`config.mk`:
```
export PLATFORM = sky130hd
export DESIGN_NAME = spi_xfer_core
export DESIGN_NICKNAME = d
export VERILOG_FILES = /design/src/rtl/spi_xfer_core.sv
export SDC_FILE = /design/constraint.sdc
export NUM_CORES = 1
export LEC_CHECK = 0
export CAP_MARGIN = 10
export CELL_PAD_IN_SITES_DETAIL_PLACEMENT = 0
export CELL_PAD_IN_SITES_GLOBAL_PLACEMENT = 1
export CORE_MARGIN = 2
export CORE_UTILIZATION = 35
export DETAILED_ROUTE_END_ITERATION = 12
export DONT_BUFFER_PORTS = 1
export GPL_ROUTABILITY_DRIVEN = 0
export HOLD_SLACK_MARGIN = 0.08
export PLACE_DENSITY_LB_ADDON = 0.1
export REMOVE_ABC_BUFFERS = 1
export SETUP_SLACK_MARGIN = 0.02
export SLEW_MARGIN = 20
export SYNTH_ARGS = -nofsm -noshare
export SYNTH_HDL_FRONTEND = slang
export SYNTH_SLANG_ARGS = --single-unit
export TNS_END_PERCENT = 10
```
`constraint.sdc`:
```
create_clock -name clk_i -period 3.4 [get_ports clk_i]
set_input_delay 0.17 -clock clk_i [delete_from_list [all_inputs] [get_ports clk_i]]
set_output_delay 0.17 -clock clk_i [all_outputs]
set_load 0.03 [all_outputs]
```
`src/rtl/spi_xfer_core.sv`:
```
// spi_xfer_core: byte-frame SPI shift engine with std/dual/quad lanes,
// programmable CPOL/CPHA, bit order and SCK divider.
module spi_xfer_core #(
    parameter int NSS_NUM = 4,
    parameter int DIV_W   = 8
) (
    input  logic               clk_i,
    input  logic               rst_n_i,
    input  logic               cpol_i,
    input  logic               cpha_i,
    input  logic               lsb_i,
    input  logic [1:0]         mode_i,
    input  logic               rxonly_i,
    input  logic [DIV_W-1:0]   div_i,
    input  logic [NSS_NUM-1:0] nss_sel_i,
    input  logic               tx_valid_i,
    output logic               tx_ready_o,
    input  logic [7:0]         tx_data_i,
    input  logic               tx_last_i,
    output logic               rx_valid_o,
    output logic [7:0]         rx_data_o,
    output logic               busy_o,
    output logic               done_o,
    output logic               spi_sck_o,
    output logic [NSS_NUM-1:0] spi_nss_o,
    output logic [3:0]         spi_io_en_o,
    output logic [3:0]         spi_io_out_o,
    input  logic [3:0]         spi_io_in_i
);

    typedef enum logic [2:0] {
        ST_IDLE,
        ST_SETUP,
        ST_SHIFT,
        ST_HOLD,
        ST_WAIT
    } state_t;

    state_t state;
    state_t state_next;

    logic             cpol_q;
    logic             cpha_q;
    logic             lsb_q;
    logic [1:0]       mode_q;
    logic [DIV_W-1:0] div_q;
    logic             last_q;
    logic [DIV_W-1:0] cnt;
    logic [3:0]       half_idx;
    logic [7:0]       tx_sh;
    logic [7:0]       rx_sh;

    logic       hs;
    logic       half_end;
    logic [1:0] mode_in;
    logic [3:0] last_half;
    logic [3:0] event_idx;
    logic       sck_event;
    logic       shift_end;
    logic       frame_end;
    logic       lead_evt;
    logic       do_sample;
    logic       do_drive;

    // Lane group presented on io_out for the current shift register content.
    function automatic logic [3:0] tx_group(input logic [7:0] sh, input logic [1:0] mode,
                                            input logic lsb);
        logic [3:0] g;
        g = 4'b0000;
        case (mode)
            2'd1:    g = {2'b00, (lsb ? sh[1:0] : sh[7:6])};
            2'd2:    g = lsb ? sh[3:0] : sh[7:4];
            default: g = {3'b000, (lsb ? sh[0] : sh[7])};
        endcase
        return g;
    endfunction

    // Drop the group just presented and line up the next one.
    function automatic logic [7:0] tx_shift(input logic [7:0] sh, input logic [1:0] mode,
                                            input logic lsb);
        logic [7:0] r;
        r = sh;
        case (mode)
            2'd1:    r = lsb ? {2'b00, sh[7:2]} : {sh[5:0], 2'b00};
            2'd2:    r = lsb ? {4'b0000, sh[7:4]} : {sh[3:0], 4'b0000};
            default: r = lsb ? {1'b0, sh[7:1]} : {sh[6:0], 1'b0};
        endcase
        return r;
    endfunction

    // Merge one sampled lane group into the receive byte; std receives on io1.
    function automatic logic [7:0] rx_insert(input logic [7:0] rx, input logic [3:0] io,
                                             input logic [1:0] mode, input logic lsb);
        logic [7:0] r;
        r = rx;
        case (mode)
            2'd1:    r = lsb ? {io[1:0], rx[7:2]} : {rx[5:0], io[1:0]};
            2'd2:    r = lsb ? {io[3:0], rx[7:4]} : {rx[3:0], io[3:0]};
            default: r = lsb ? {io[1], rx[7:1]} : {rx[6:0], io[1]};
        endcase
        return r;
    endfunction

    // Output-enable pattern for a frame; rxonly only applies to dual/quad.
    function automatic logic [3:0] lane_en(input logic [1:0] mode, input logic rxonly);
        logic [3:0] e;
        case (mode)
            2'd1:    e = rxonly ? 4'b0000 : 4'b0011;
            2'd2:    e = rxonly ? 4'b0000 : 4'b1111;
            default: e = 4'b0001;
        endcase
        return e;
    endfunction

    assign mode_in    = (mode_i == 2'd3) ? 2'd0 : mode_i;
    assign tx_ready_o = (state == ST_IDLE) || (state == ST_WAIT);
    assign hs         = tx_valid_i && tx_ready_o;
    assign busy_o     = (state != ST_IDLE);
    assign half_end   = (cnt == '0);
    assign lead_evt   = ~event_idx[0];
    assign do_sample  = sck_event && (cpha_q ? ~lead_evt : lead_evt);
    assign do_drive   = sck_event && (cpha_q ? lead_evt
                                             : (~lead_evt && (event_idx != last_half)));

    // State register.
    always_ff @(posedge clk_i or negedge rst_n_i) begin
        if (!rst_n_i) begin
            state <= ST_IDLE;
        end else begin
            state <= state_next;
        end
    end

    // Next-state logic and the per-half-period SCK edge strobes.
    always_comb begin
        state_next = state;
        sck_event  = 1'b0;
        shift_end  = 1'b0;
        frame_end  = 1'b0;
        event_idx  = half_idx + 4'd1;
        case (mode_q)
            2'd1:    last_half = 4'd7;
            2'd2:    last_half = 4'd3;
            default: last_half = 4'd15;
        endcase
        case (state)
            ST_IDLE: begin
                if (hs) state_next = ST_SETUP;
            end
            ST_SETUP: begin
                if (half_end) begin
                    state_next = ST_SHIFT;
                    sck_event  = 1'b1;
                    event_idx  = 4'd0;
                end
            end
            ST_SHIFT: begin
                if (half_end) begin
                    if (half_idx == last_half) begin
                        state_next = ST_HOLD;
                        shift_end  = 1'b1;
                    end else begin
                        sck_event = 1'b1;
                    end
                end
            end
            ST_HOLD: begin
                if (half_end) begin
                    frame_end  = 1'b1;
                    state_next = last_q ? ST_IDLE : ST_WAIT;
                end
            end
            ST_WAIT: begin
                if (hs) state_next = ST_SETUP;
            end
            default: state_next = ST_IDLE;
        endcase
    end

    // Datapath: config latch, divider, SCK, shift registers and pin outputs.
    always_ff @(posedge clk_i or negedge rst_n_i) begin
        if (!rst_n_i) begin
            cpol_q       <= 1'b0;
            cpha_q       <= 1'b0;
            lsb_q        <= 1'b0;
            mode_q       <= 2'd0;
            div_q        <= '0;
            last_q       <= 1'b0;
            cnt          <= '0;
            half_idx     <= 4'd0;
            tx_sh        <= 8'h00;
            rx_sh        <= 8'h00;
            rx_valid_o   <= 1'b0;
            rx_data_o    <= 8'h00;
            done_o       <= 1'b0;
            spi_sck_o    <= 1'b0;
            spi_nss_o    <= {NSS_NUM{1'b1}};
            spi_io_en_o  <= 4'b0000;
            spi_io_out_o <= 4'b0000;
        end else begin
            rx_valid_o <= 1'b0;
            done_o     <= 1'b0;
            if (tx_ready_o) begin
                spi_sck_o <= ((state == ST_WAIT) && !hs) ? cpol_q : cpol_i;
            end
            if (hs) begin
                cpol_q      <= cpol_i;
                cpha_q      <= cpha_i;
                lsb_q       <= lsb_i;
                mode_q      <= mode_in;
                div_q       <= div_i;
                last_q      <= tx_last_i;
                cnt         <= div_i;
                rx_sh       <= 8'h00;
                spi_io_en_o <= lane_en(mode_in, rxonly_i);
                if (cpha_i) begin
                    tx_sh        <= tx_data_i;
                    spi_io_out_o <= 4'b0000;
                end else begin
                    tx_sh        <= tx_shift(tx_data_i, mode_in, lsb_i);
                    spi_io_out_o <= tx_group(tx_data_i, mode_in, lsb_i);
                end
                if (state == ST_IDLE) begin
                    spi_nss_o <= ~nss_sel_i;
                end
            end
            if ((state == ST_SETUP) || (state == ST_SHIFT) || (state == ST_HOLD)) begin
                cnt <= half_end ? div_q : cnt - 1'b1;
            end
            if ((state == ST_SETUP) && half_end) begin
                half_idx <= 4'd0;
            end else if (sck_event) begin
                half_idx <= half_idx + 4'd1;
            end
            if (sck_event) begin
                spi_sck_o <= ~spi_sck_o;
            end
            if (do_drive) begin
                spi_io_out_o <= tx_group(tx_sh, mode_q, lsb_q);
                tx_sh        <= tx_shift(tx_sh, mode_q, lsb_q);
            end
            if (do_sample) begin
                rx_sh <= rx_insert(rx_sh, spi_io_in_i, mode_q, lsb_q);
            end
            if (shift_end) begin
                spi_io_en_o  <= 4'b0000;
                spi_io_out_o <= 4'b0000;
            end
            if (frame_end) begin
                rx_valid_o <= 1'b1;
                rx_data_o  <= rx_sh;
                if (last_q) begin
                    spi_nss_o <= {NSS_NUM{1'b1}};
                    done_o    <= 1'b1;
                end
            end
        end
    end

endmodule
```
-- Word-level counts from Yosys, hierarchy flattened
Index checks and enable logic that the tools add are counted.
- $add $sub $neg: 2
- equal/unequal tests: 16
- multiplexer cells: 70
- bitwise operators: 3
- reductions and logical operators: 22
- operator list (kind ; count):
    two-way mux 8 bit ; 17
    two-way mux 4 bit ; 17
    one-hot mux 8 bit (2 select lines) ; 3
    one-hot mux 4 bit (2 select lines) ; 4
    two-way mux 3 bit ; 6
    two-way mux 1 bit ; 17
    one-hot mux 3 bit (4 select lines) ; 1
    nonzero test 2 bit ; 6
    zero test 8 bit ; 1
    two-way mux 2 bit ; 4
    != test 2 bit (second input constant) ; 4
    subtractor 8 x 1 -> 8 bit (second input constant) ; 1
    equality test 2 bit (second input constant) ; 3
    equality test 3 x 2 -> 1 bit (second input constant) ; 2
    logical AND 1 bit ; 6
    nonzero test 3 bit ; 2
    AND reduction 5 bit ; 1
    adder 4 x 1 -> 4 bit (second input constant) ; 1
    equality test 2 x 1 -> 1 bit (second input constant) ; 2
    equality test 4 bit ; 1
    != test 4 bit ; 1
    NOT 4 bit ; 1
    equality test 3 x 1 -> 1 bit (second input constant) ; 1
    equality test 3 bit (second input constant) ; 1
    other kinds (7) ; 10
- register bits: 68
- input port bits: 34

-- Depth between registers and ports, before layout
- depth in word-level cells: 9
- gate-level depth with buffers: 9
- mapped depth without buffers: 7

-- Worst setup path before layout
No wires, ideal clock.
- kind: register to register
- from: register mode_q[0]
- to: register spi_io_out_o[3]
- arrival: 2344 ps
- data required time: 3275 ps
- path slack: 931 ps
- cell stages (with the launch flop): 10
- path buffers: 2
- clock period less this slack: 2469 ps
- path through: dfrtp_1 inv_1 ha_1 buf_2 xnor2_1 a31oi_1 nand2_2 o32ai_4 buf_6 mux2_2
- longest elaborated chain between the ends: 9
- RTL lines (element ; RTL line ; source):
    from (decl) ; 45 ; logic [1:0] mode_q;
    from (signal assigned) ; 210 ; mode_q <= mode_in;
    equality test 2 bit or equality test 2 x 1 -> 1 bit (tied branches) ; 70, 141 ;
    one-hot mux 4 bit (2 select lines) ; 141 ; case (mode_q)
    equality test 4 bit ; 159 ; if (half_idx == last_half) begin
    two-way mux 1 bit ; 159 ;
    two-way mux 1 bit ; 158 ; if (half_end) begin
    one-hot mux 1 bit (2 select lines) ; 146 ; case (state)
    logical AND 1 bit ; 122 ; assign do_drive = sck_event && (cpha_q ? lead_evt
    two-way mux 4 bit ; 238 ; if (do_drive) begin
    two-way mux 4 bit ; 245 ; if (shift_end) begin
    to (signal assigned) ; 221 ; spi_io_out_o <= tx_group(tx_data_i, mode_in, lsb_i);
    to (signal assigned) ; 239 ; spi_io_out_o <= tx_group(tx_sh, mode_q, lsb_q);
    to (decl) ; 27 ; output logic [3:0] spi_io_out_o,
Parallel ways exist; a longest one is shown, timed or not.
A chain may end at the register's enable or synchronous reset.

-- Final worst setup path
- from: register cnt[0]
- to: register spi_io_out_o[3]
- longest elaborated chain between the ends: 9
- RTL lines (element ; RTL line ; source):
    from (decl) ; 48 ; logic [DIV_W-1:0] cnt;
    from (signal assigned) ; 213 ; cnt <= div_i;
    from (signal assigned) ; 228 ; cnt <= half_end ? div_q : cnt - 1'b1;
    zero test 8 bit * ; 119 ; assign half_end = (cnt == '0);
    two-way mux 4 bit ; 151 ; if (half_end) begin
    two-way mux 4 bit ; 146 ;
    != test 4 bit ; 123 ; : (~lead_evt && (event_idx != last_half)));
    logical AND 1 bit ; 123 ;
    two-way mux 1 bit ; 122 ;
    logical AND 1 bit ; 122 ;
    two-way mux 4 bit ; 238 ;
    two-way mux 4 bit ; 245 ;
Every way passes the cells marked *; elsewhere a longest branch is shown, timed or not.

==> results by group <==
Detailed routing
  – Wirelength per Cell: 17.3 um
  – DR vias/cell: 5.54
  – Drt pass-1 iters: 5
  – DRC viols: 0
  – Vias: ~4000
  – Final ANT Viol Nets: 0
  – Iter 0 DRT Violations: 281
  – Final WL: 12400 um

STA
  – Final setup TNS: 0 ps
  – Min Tclk post-route: 2940 ps
  – Setup violations, final: 0
  – Final setup margin: roughly 460 ps
  – Max Clock Freq: 0.340 GHz
  – Max-slew violations: 0
  – Hold Violations, Final: 0
  – Final period utilization: about 86%
  – RSZ-0062 raised after global routing: false
  – Worst-margin pin slew: 759 ps
  – Slew headroom: 49.4%
  – Clock Skews: 5.89 ps

Synthesis
  – Count leader, synth: nand2_1
  – Commonest cells in the netlist: 122 x nand2_1, 63 x dfrtp_1, 40 x a21oi_1
  – Yosys top cell area share: approximately a third
  – Netlist Area Pre-Place: 4460 sq um
  – Avg Inst Size Synth: 8.25 sq um
  – Ys Warns: 0
  – Netlist cell types: 65
  – Top cells by area, synth: dfrtp_1 35%, nand2_1 10%, a21oi_1 4.5%, mux2i_1 3.8%, nand2b_1 3.5%
  – Dominant cell type by area after synthesis: dfrtp_1
  – Asr flop ratio synth: between 90% and 100%
  – Syn Inst Count: 541
  – Sequential area share after synthesis: around 38%
  – Main synth FF type: dfrtp_1
  – Post-synth EDFFs: 0
  – #FFs+latches synth: 67

Final layout
  – Share of layout cells above drive strength 1: 10.1%
  – Final net count: 581
  – # diodes: 0
  – Area grow syn2layout: 14.0%
  – # fillers: about 1300
  – Cell area after layout: 5090 sq um

Clocking
  – Total CTS buffers: 9
  – Clk pin slew, worst setup/hold paths: 60 ps
  – Clock Path Buffers: 2
  – H-tree Lvls: 3
  – Worst skew pair latency: 340 ps
  – Sinks on Clock Net: 67
  – CTS tree: yes
  – Root Buffer: clkbuf_16

Placement
  – DP Area: 4580 sq um
  – Setup slack after placement: 448 ps
  – PortBufs: 0
  – Post-DP HPWL: around 8400 um

Global route
  – Vias in the first global route: 3989
  – Total GRT Usage: 19.5%
  – First-pass GRT wire length: 20600 um
  – Initial antenna violation count: 0
  – Grt ovf: 0
  – Largest net degree at the start of global routing: 68

Worst setup path
  – Crit Path Max Fanout: 13
  – CP Capture Type: flop
  – Crit path DAT: ~3200 ps
  – Crit start category: flop
  – Worst Path Required: 3630 ps
  – Kind of critical path: flop to flop

Floorplanning
  – Rows: 41
  – # IOs: 59
  – Die area: between 10000 and 15000 sq um
  – Core area: around 13000 sq um
  – Chip Width: around 120 um
  – Die Ht: 117 um
  – Starting Density: 35.7%

Min path
  – Worst Hold Class: input port to flop

Run
  – Max-cap violation count: 0

Status
  – Status: finished, final reports clean

Power and ir drop
  – Cell Pwr Density: 866 nW/um^2
  – P_leak: 2.26 nW
  – Peak VDD IR: 0.335 mV
==> worst max-delay path, stage by stage, from the launching register on <==
cell and delay (ps):
dfrtp_1 430, inv_1 110, ha_1 240, or4b_1 570, nor2_4 300, nand2_2 140, o32ai_4 630, mux2_2 410
==> timing repair <==
item / CTS / global route
setup buffers: 0 / 0
hold endpoints to repair: 88 / 0
hold buffers: 17 / 0
gates resized for setup: 0 / 0
==> through the flow <==
step                hold WS [ps]  total power, mW  util (%)  instances
floorplan                   -126             2.85         -        502
global placement            -123             3.35      36.6        684
detailed placement          -123             3.36      36.6        684
CTS                         85.6             4.45      40.7        717
global route                 115             4.77      40.7        717
finish                       102             4.41      40.7        717
==> worst paths after layout <==
path	from	cells past startpoint	end	slack, ps
min in group asynchronous	rst_n_i	2	last_q	380
worst min register to register	div_q[1]	2	div_q[1]	480
max in group asynchronous	rst_n_i	2	spi_nss_o[3]	2730
worst max register to register	cnt[0]	7	spi_io_out_o[3]	460
worst max-delay path	cnt[0]	7	spi_io_out_o[3]	460
worst min-delay path	lsb_i	2	lsb_q	100
==> cell families (layout without fill, tap and decap cells) <==
kind of cell / count (synthesis) / after routing / synth area share [%]
simple gates: 224 / 224 / 23.5
compound gates: 151 / 151 / 23.2
flops: 67 / 67 / 37.7
buf+inv: 54 / 58 / 5.05
mux: 28 / 28 / 6.64
xor+xnor: 10 / 10 / 1.96
fa+ha+maj: 7 / 7 / 1.96
==> cell type report <==
| cell class | count | area (sq um) | area share [%] |
|---|---|---|---|
| Inverter | 15 | 56.3 | 1.11 |
| Multi-Input combinational cell | 420 | 2560 | 50.2 |
| Tap cell | 172 | 215 | 4.23 |
| Clock buffer | 9 | 225 | 4.42 |
| Timing Repair Buffer | 27 | 263 | 5.16 |
| Sequential cell | 67 | 1680 | 33.0 |
| Clock inverter | 7 | 92.6 | 1.82 |
==> sequential cells by signal, summed over array words and instances (netlist names) <==
| register | count |
|---|---|
| div_q | 8 |
| rx_data_o | 8 |
| cnt | 8 |
| spi_nss_o | 4 |
| state | 3 |
| lsb_q | 1 |
| rx_sh | 8 |
| mode_q | 2 |
| half_idx | 4 |
| spi_io_en_o | 3 |
| tx_sh | 8 |
| done_o | 1 |
| last_q | 1 |
| spi_io_out_o | 4 |
| spi_sck_o | 1 |
| rx_valid_o | 1 |
| cpha_q | 1 |
| cpol_q | 1 |
==> metal layers <==
| layer | global-route usage (%) | wire length, um | vias up |
|---|---|---|---|
| met1 | 26.6 | 5880 | 1930 |
| li1 | - | - | 1928 |
| met3 | 4.17 | 656 | 16 |
| met5 | 0 | 0 | - |
| met2 | 30.4 | 5680 | 99 |
| met4 | 7.69 | 201 | 0 |
==> cell usage in the layout, fill, tap and decap left out, types with 2 or more instances in the layout <==
master and n:
xor2_1 5, nand2_1 122, o211ai_1 6, o21ai_0 27
a21o_1 6, a32o_1 2, a311oi_1 4, and3_1 5
clkinv_2 2, or3b_2 2, dfstp_2 4, xnor2_1 5
mux2_2 6, nor2b_1 6, nor2_1 27, a31o_2 6
a21oi_1 40, clkinvlp_4 3, nand3_1 12, clkbuf_16 9
ha_1 7, dfrtp_1 63, mux2i_1 17, bufinv_16 2
mux2_1 4, dlygate4sd3_1 16, a221o_1 4, a31oi_1 11
a221oi_1 13, nand2b_1 25, inv_1 15, a22o_1 2
a22oi_1 11, buf_4 10, a211oi_1 3, nor3_1 8
and2_1 2, nor3b_1 4
==> power breakdown <==
part / internal, mW / total, mW / switching, mW
clock network: 0.639 / 1.02 / 0.378
registers: 1.09 / 1.51 / 0.429
logic: 0.792 / 1.88 / 1.09
total: 2.52 / 4.41 / 1.89
(Power assumes the default switching activity.)
